[src/rtl/tlk2711_tx_dma_cmd_gen.sv]
// TLK2711 TX DMA command generator: splits a PKT_LEN*PKT_NUM byte frame at BASE
// into DMA read commands of at most CHUNK_BYTES that never cross a 4 KB page.
module tlk2711_tx_dma_cmd_gen #(
  parameter int ADDR_W      = 32,
  parameter int BTT_W       = 23,
  parameter int CHUNK_BYTES = 1024,
  parameter int MAX_OUTSTD  = 4,
  parameter int CMD_W       = ADDR_W + 40
) (
  input  logic              i_clk,
  input  logic              i_rst_n,
  input  logic              i_soft_rst,
  input  logic              i_reg_wen,
  input  logic [11:0]       i_reg_waddr,
  input  logic [31:0]       i_reg_wdata,
  input  logic              i_reg_ren,
  input  logic [11:0]       i_reg_raddr,
  output logic [31:0]       o_reg_rdata,
  output logic              o_reg_valid,
  output logic [CMD_W-1:0]  o_dma_rdcmd_data,
  output logic              o_dma_rdcmd_valid,
  input  logic              i_dma_rdcmd_ready,
  input  logic              i_dma_xfer_done,
  output logic [15:0]       o_packet_len,
  output logic [15:0]       o_packet_num,
  output logic              o_send_start,
  output logic              o_busy,
  output logic              o_frame_done
);

  typedef enum logic [2:0] {S_IDLE, S_CALC, S_ISSUE, S_WAIT, S_DRAIN, S_DONE} state_t;

  state_t             state_q;
  logic [15:0]        pkt_len_q, pkt_num_q, out_len_q, out_num_q;
  logic [ADDR_W-1:0]  base_q, cur_addr_q;
  logic [31:0]        remaining_q;
  logic [12:0]        chunk_q;
  logic [3:0]         outstd_q, tag_q;
  logic [15:0]        cmpl_cnt_q;
  logic               done_bit_q, err_bit_q;
  logic [CMD_W-1:0]   cmd_q;
  logic               cmd_vld_q, send_start_q, frame_done_q, reg_valid_q;
  logic [31:0]        reg_rdata_q;

  // Largest legal chunk: limited by bytes left, CHUNK_BYTES and the 4 KB page end.
  function automatic logic [12:0] chunk_of(input logic [31:0] rem, input logic [ADDR_W-1:0] addr);
    logic [12:0] lim;
    lim = 13'd4096 - {1'b0, addr[11:0]};
    if (13'(CHUNK_BYTES) < lim) lim = 13'(CHUNK_BYTES);
    if (rem < {19'd0, lim}) lim = rem[12:0];
    return lim;
  endfunction

  function automatic logic [CMD_W-1:0] cmd_of(input logic [3:0] tag, input logic [ADDR_W-1:0] addr,
                                              input logic eof, input logic [12:0] len);
    return CMD_W'({4'h0, tag, addr, 1'b0, eof, 6'd0, 1'b1, BTT_W'(len)});
  endfunction

  logic               start, abort, acc, done_ok;
  logic [3:0]         out_n;
  logic [31:0]        product, rem_after;
  logic [ADDR_W-1:0]  addr_after;
  logic [12:0]        calc_chunk, next_chunk, wait_chunk;
  logic [31:0]        rd_mux;

  assign start      = i_reg_wen && (i_reg_waddr == 12'h004) && i_reg_wdata[0];
  assign abort      = i_reg_wen && (i_reg_waddr == 12'h004) && i_reg_wdata[1];
  assign acc        = cmd_vld_q && i_dma_rdcmd_ready;
  assign done_ok    = i_dma_xfer_done && (outstd_q != 4'd0);
  assign out_n      = outstd_q + {3'd0, acc} - {3'd0, done_ok};
  assign product    = {16'd0, pkt_len_q} * {16'd0, pkt_num_q};
  assign rem_after  = remaining_q - {19'd0, chunk_q};
  assign addr_after = cur_addr_q + ADDR_W'(chunk_q);
  assign calc_chunk = chunk_of(product, base_q);
  assign next_chunk = chunk_of(rem_after, addr_after);
  assign wait_chunk = chunk_of(remaining_q, cur_addr_q);

  always_comb begin
    rd_mux = 32'd0;
    case (i_reg_raddr)
      12'h008: rd_mux = {pkt_num_q, pkt_len_q};
      12'h010: rd_mux = 32'(base_q);
      12'h014: rd_mux = {cmpl_cnt_q, 13'd0, err_bit_q, done_bit_q, (state_q != S_IDLE)};
      default: rd_mux = 32'd0;
    endcase
  end

  always_ff @(posedge i_clk or negedge i_rst_n) begin
    if (!i_rst_n) begin
      state_q      <= S_IDLE;
      pkt_len_q    <= '0;
      pkt_num_q    <= '0;
      out_len_q    <= '0;
      out_num_q    <= '0;
      base_q       <= '0;
      cur_addr_q   <= '0;
      remaining_q  <= '0;
      chunk_q      <= '0;
      outstd_q     <= '0;
      tag_q        <= '0;
      cmpl_cnt_q   <= '0;
      done_bit_q   <= 1'b0;
      err_bit_q    <= 1'b0;
      cmd_q        <= '0;
      cmd_vld_q    <= 1'b0;
      send_start_q <= 1'b0;
      frame_done_q <= 1'b0;
      reg_valid_q  <= 1'b0;
      reg_rdata_q  <= '0;
    end else if (i_soft_rst) begin
      state_q      <= S_IDLE;
      pkt_len_q    <= '0;
      pkt_num_q    <= '0;
      out_len_q    <= '0;
      out_num_q    <= '0;
      base_q       <= '0;
      cur_addr_q   <= '0;
      remaining_q  <= '0;
      chunk_q      <= '0;
      outstd_q     <= '0;
      tag_q        <= '0;
      cmpl_cnt_q   <= '0;
      done_bit_q   <= 1'b0;
      err_bit_q    <= 1'b0;
      cmd_q        <= '0;
      cmd_vld_q    <= 1'b0;
      send_start_q <= 1'b0;
      frame_done_q <= 1'b0;
      reg_valid_q  <= 1'b0;
      reg_rdata_q  <= '0;
    end else begin
      reg_valid_q  <= i_reg_ren;
      reg_rdata_q  <= i_reg_ren ? rd_mux : 32'd0;
      send_start_q <= 1'b0;
      frame_done_q <= 1'b0;
      outstd_q     <= out_n;
      cmpl_cnt_q   <= cmpl_cnt_q + {15'd0, done_ok};

      if (i_reg_wen && (state_q == S_IDLE)) begin
        if (i_reg_waddr == 12'h008) begin
          pkt_len_q <= i_reg_wdata[15:0];
          pkt_num_q <= i_reg_wdata[31:16];
        end
        if (i_reg_waddr == 12'h010) base_q <= ADDR_W'(i_reg_wdata);
      end

      // Stray completions are errors only while a frame is in flight.
      if (i_dma_xfer_done && (outstd_q == 4'd0) && (state_q != S_IDLE)) err_bit_q <= 1'b1;

      if (acc) begin
        cur_addr_q  <= addr_after;
        remaining_q <= rem_after;
        tag_q       <= tag_q + 4'd1;
      end

      case (state_q)
        S_IDLE: begin
          if (start) begin
            state_q      <= S_CALC;
            send_start_q <= 1'b1;
            done_bit_q   <= 1'b0;
            err_bit_q    <= 1'b0;
            out_len_q    <= pkt_len_q;
            out_num_q    <= pkt_num_q;
          end
        end
        S_CALC: begin
          remaining_q <= product;
          cur_addr_q  <= base_q;
          tag_q       <= '0;
          cmpl_cnt_q  <= '0;
          if (abort) begin
            state_q <= S_DRAIN;
          end else if (product == 32'd0) begin
            state_q      <= S_DONE;
            err_bit_q    <= 1'b1;
            done_bit_q   <= 1'b1;
            frame_done_q <= 1'b1;
          end else begin
            state_q   <= S_ISSUE;
            cmd_q     <= cmd_of(4'd0, base_q, product == {19'd0, calc_chunk}, calc_chunk);
            chunk_q   <= calc_chunk;
            cmd_vld_q <= 1'b1;
          end
        end
        S_ISSUE: begin
          if (abort) begin
            cmd_vld_q <= 1'b0;
            state_q   <= S_DRAIN;
          end else if (acc) begin
            if ((rem_after == 32'd0) || (out_n == 4'(MAX_OUTSTD))) begin
              cmd_vld_q <= 1'b0;
              state_q   <= S_WAIT;
            end else begin
              cmd_q   <= cmd_of(tag_q + 4'd1, addr_after, rem_after == {19'd0, next_chunk}, next_chunk);
              chunk_q <= next_chunk;
            end
          end
        end
        S_WAIT: begin
          if (abort) begin
            state_q <= S_DRAIN;
          end else if ((remaining_q == 32'd0) && (out_n == 4'd0)) begin
            state_q      <= S_DONE;
            done_bit_q   <= 1'b1;
            frame_done_q <= 1'b1;
          end else if ((remaining_q != 32'd0) && (out_n < 4'(MAX_OUTSTD))) begin
            state_q   <= S_ISSUE;
            cmd_q     <= cmd_of(tag_q, cur_addr_q, remaining_q == {19'd0, wait_chunk}, wait_chunk);
            chunk_q   <= wait_chunk;
            cmd_vld_q <= 1'b1;
          end
        end
        S_DRAIN: begin
          if (out_n == 4'd0) state_q <= S_IDLE;
        end
        S_DONE: state_q <= S_IDLE;
        default: state_q <= S_IDLE;
      endcase
    end
  end

  assign o_reg_rdata       = reg_rdata_q;
  assign o_reg_valid       = reg_valid_q;
  assign o_dma_rdcmd_data  = cmd_q;
  assign o_dma_rdcmd_valid = cmd_vld_q;
  assign o_packet_len      = out_len_q;
  assign o_packet_num      = out_num_q;
  assign o_send_start      = send_start_q;
  assign o_busy            = (state_q != S_IDLE);
  assign o_frame_done      = frame_done_q;

endmodule

[config.mk]
export PLATFORM = sky130hd
export DESIGN_NAME = tlk2711_tx_dma_cmd_gen
export DESIGN_NICKNAME = d
export VERILOG_FILES = /design/src/rtl/tlk2711_tx_dma_cmd_gen.sv
export SDC_FILE = /design/constraint.sdc
export NUM_CORES = 1
export LEC_CHECK = 0
export CORE_MARGIN = 2
export CORE_UTILIZATION = 35
export DETAILED_ROUTE_END_ITERATION = 12
export MAX_ROUTING_LAYER = met4
export PLACE_DENSITY_LB_ADDON = 0.12
export SYNTH_ARGS = -nofsm -noshare
export SYNTH_HDL_FRONTEND = slang
export SYNTH_SLANG_ARGS = --single-unit
[constraint.sdc]
create_clock -name i_clk -period 9.2 [get_ports i_clk]
set_input_delay 2.76 -clock i_clk [delete_from_list [all_inputs] [get_ports i_clk]]
set_output_delay 2.76 -clock i_clk [all_outputs]
set_load 0.03 [all_outputs]
==> results.rst <==
.. list-table::
   :header-rows: 1

   * - Metric
     - Value
   * - Setup repair after global routing missed its margin
     - no
   * - Die Wd
     - approximately 280 um
   * - Endpoint, Worst Hold
     - o_dma_rdcmd_data[67]
   * - Violation count after the first detailed-routing iteration
     - about 2,000
   * - Power density relative to cell area
     - 274.7 nW/um^2
   * - Worst setup path start
     - pkt_num_q[6]
   * - Post-detailed-routing wire length
     - approximately 99,000 um
   * - Number of top-level pins
     - around 200
   * - IO buf count
     - 182
   * - Launch instance of the worst register-to-register path
     - pkt_num_q[6]
   * - GPL Wtd Cong
     - 0.9368
   * - Wire length of the first global-routing pass
     - 152,800 um
   * - Root buf cell
     - sky130_fd_sc_hd__clkbuf_16
   * - Largest net degree at the start of global routing
     - just over 90
   * - # rows
     - ~100
   * - Placement-stage cell area
     - 29,600 sq um
   * - Register-to-register path setup slack
     - approximately 0.55 ns
   * - Number of instances in the placed design
     - 4,251
   * - P&R area growth vs syn
     - 14.18%
   * - Number of setup buffers added after CTS
     - 0
   * - Congestion Overflow GR
     - 0
   * - Number of buffers inserted during clock tree synthesis
     - 36
   * - Mean routed wirelength per cell
     - 23.03 um
   * - Net total in the final layout
     - ~3,700
   * - Number of maximum-capacitance constraint violations
     - 0
   * - Cell at the slowest stage of the critical path
     - sky130_fd_sc_hd__dfrtp_1
   * - Post-route non-filler standard cell count
     - between 4,000 and 5,000
   * - Post-Synthesis Cell Area
     - 26,960 sq um
   * - Number of instances resized during post-cts repair
     - 0
   * - Number of remaining DRC errors
     - 0
   * - Fin area
     - 30,780 sq um
   * - Placed wire-length estimate after detailed placement
     - 75,590 um
   * - Sequential cell area fraction in the yosys report
     - about 26%
   * - Vias/cell
     - 5.566
   * - Setup total negative slack
     - 0 ns
   * - Worst vdd rail ir drop
     - 0.1590 mV
   * - CTS tree
     - built
   * - Run status
     - finished, final reports clean
   * - Period minus WS final
     - between 8 and 9 ns
   * - Clock latency at the later pin of the worst-skew pair
     - about 0.57 ns
   * - Type of element capturing the critical path
     - register
   * - Commonest non-fill, non-tap cell in the layout
     - sky130_fd_sc_hd__nand2_1
   * - Achievable frequency
     - ~0.12 GHz
   * - Count of flip-flops with a built-in enable after synthesis
     - 0
   * - FF-to-FF End
     - o_dma_rdcmd_data[62]
   * - Ys async rst share
     - between 90% and 100%
   * - Initial antenna violation count
     - 1
   * - Level count of the clock H-tree
     - 2
   * - Post-synth cell types
     - 100
   * - Hold Crit Start
     - o_dma_rdcmd_data[67]
   * - Predominant post-synthesis flop cell
     - sky130_fd_sc_hd__dfrtp_1
   * - Vias in the first global route
     - 24,360
   * - Die Outline Area
     - between 70,000 and 80,000 sq um
   * - Normalized max-slew margin
     - between 20% and 30%
   * - Instance count of the mapped netlist
     - around 3,200
   * - Logic depth of the worst register-to-register path
     - 22
   * - Register area
     - 6907 sq um
   * - Mean instance size in the synthesized netlist
     - 8.445 sq um
   * - DRT Pass-1 Iters
     - 5
   * - Leakage Power
     - 13.03 nW
   * - Share of final-layout standard cells stronger than drive strength 1
     - 4.660%
   * - Via count
     - 24,010
   * - Transition at the pin with the smallest max-transition slack
     - approximately 1.2 ns
   * - Initial Utilization
     - 35.43%
   * - Critical path data required time
     - a little under 10 ns
   * - Multi-input combinational cell area
     - around 18,000 sq um
   * - Clock tree sinks
     - roughly 280
   * - Number of synthesized register bits
     - roughly 280
   * - Final critical-path share of the clock period
     - a little over nine tenths
   * - Hold Path Depth
     - 1
   * - Buffers from clock root to sink, at most
     - 3
   * - Worst clock skew
     - roughly 0.018 ns
   * - Die Y
     - around 280 um
   * - Final Hold Violating Endpoints
     - 0
   * - Kind of critical path
     - register to register
   * - Core area
     - 76,080 sq um
   * - Count of hold-fix buffers inserted at cts
     - 0
   * - Fill cell count
     - approximately 7,800
   * - Type of the most critical hold path
     - register to register
   * - Pins Over Slew Limit
     - 0
   * - Element type at the critical path start
     - register
   * - Clock-pin transition on the worst setup and hold timing paths
     - approximately 0.060 ns
   * - Number of warnings printed during yosys synthesis
     - 0
   * - Slowest cell delay on critical path
     - ~0.94 ns
   * - Commonest cells after routing, fill and taps aside
     - sky130_fd_sc_hd__nand2_1 (487), sky130_fd_sc_hd__dfrtp_1 (276), sky130_fd_sc_hd__inv_1 (262)
   * - Worst Path Max Fanout
     - 38
   * - Final setup violating endpoints
     - 0
   * - Cell type with the highest occurrence count on the critical path
     - sky130_fd_sc_hd__fa_1
   * - Antenna-violating nets left
     - 0
   * - Overall track demand over capacity in global routing
     - about 26%
   * - Signal arrival time at the worst endpoint
     - 9.09 ns
   * - Cell-by-cell trace of the critical path
     - nand2_1 > fa_1 > fa_1 > inv_1 > fa_1 > inv_1 > fa_1 > fa_1 > fa_1 > inv_1 > ha_1 > and2_1 > nand4_1 > a211oi_1 > a211o_1 > xor2_1 > nor4_1 > o2111ai_1 > or3_1 > o31a_2 > buf_4 > mux2_1
## power breakdown
part	internal, mW	switching (mW)
registers	1.43	0.434
clock network	0.835	0.607
logic	1.87	3.28
total	4.13	4.32
## through the flow
stage	worst slack (ns)	util, %	total power, mW	hold slack (ns)
final	0.5540	40.46	8.456	0.4849
after global routing	0.1637	40.46	9.073	0.5066
after CTS	0.5576	40.46	8.436	0.4888
after detailed placement	0.5616	38.91	6.939	0.4769
after global placement	0.6193	38.91	6.899	0.4739
after floorplan	1.685	-	5.256	0.4892
## layer usage
layer | track usage [%] | vias up | routed length, um
li1 | - | 11000 | -
met1 | 36.41 | 12150 | 46470
met2 | 40.53 | 778 | 45860
met3 | 3.107 | 89 | 5414
met4 | 4.719 | 0 | 1604
met5 | - | - | 0
## synth_stat cells, drive strengths merged (28+ instances only)
master  number  area (sq um)
buf         49         310.3
clkbuf     177         664.4
mux2        40         461.7
a21o        37         277.8
nor4        31         209.0
o21ai      142         710.7
mux2i       33         330.3
ha         177          2215
a311oi      28         245.2
and2       113         709.4
nand3       55         275.3
xnor2       78         683.2
fa         197          3944
nor3        68         345.3
a211oi      83         623.1
inv        266         998.5
nor2       263         987.2
dfrtp      276          6907
xor2        57         499.2
nand2      487          1828
a21oi      150         750.7
## worst max path at each step
stage          cells past startpoint                   end
2_1_floorplan                     26  o_dma_rdcmd_data[66]
3_3_place_gp                      22  o_dma_rdcmd_data[35]
3_5_place_dp                      22  o_dma_rdcmd_data[62]
4_1_cts                           22  o_dma_rdcmd_data[62]
5_1_grt                           22  o_dma_rdcmd_data[62]
6_report                          22  o_dma_rdcmd_data[62]
## cell type report
cell class	instances	area share [%]
inverters	266	3.244
multi-input cells	2449	59.19
clock buffers	49	3.285
diodes	1	0.008130
repair buffers	230	7.098
flip-flops and latches	276	22.44
clock inverters	13	0.5488
well taps	1030	4.187
## cells by family (layout without fill, tap and decap cells)
kind of cell,after synthesis,in the layout,share of synthesized area [%]
compound gates,657,657,16.40
xor+xnor,135,135,4.386
fa+ha+maj,374,374,22.85
buf+inv,492,558,7.320
flops,276,276,25.62
mux,73,73,2.938
other cells,2,28,0.02786
simple gates,1183,1183,20.46
## flip-flops by register name (all words and copies together), names as in the netlist, 16 cells and up
name              flops
pkt_len_q            16
base_q               32
o_packet_len         16
remaining_q          32
cur_addr_q           32
pkt_num_q            16
o_dma_rdcmd_data     39
cmpl_cnt_q           16
o_packet_num         16
o_reg_rdata          32
## critical path: cells and delay by family (launching register included)
kind	cells	cell delay [ns]
AOI/OAI and AO/OA	4	1.46
xor gates and xnor gates	1	0.10
adders and majority gates	7	3.56
buffers and inverters	4	0.53
DFF	1	0.94
muxes	1	0.38
and+or+nand+nor	5	1.51
(Power assumes the default switching activity.)
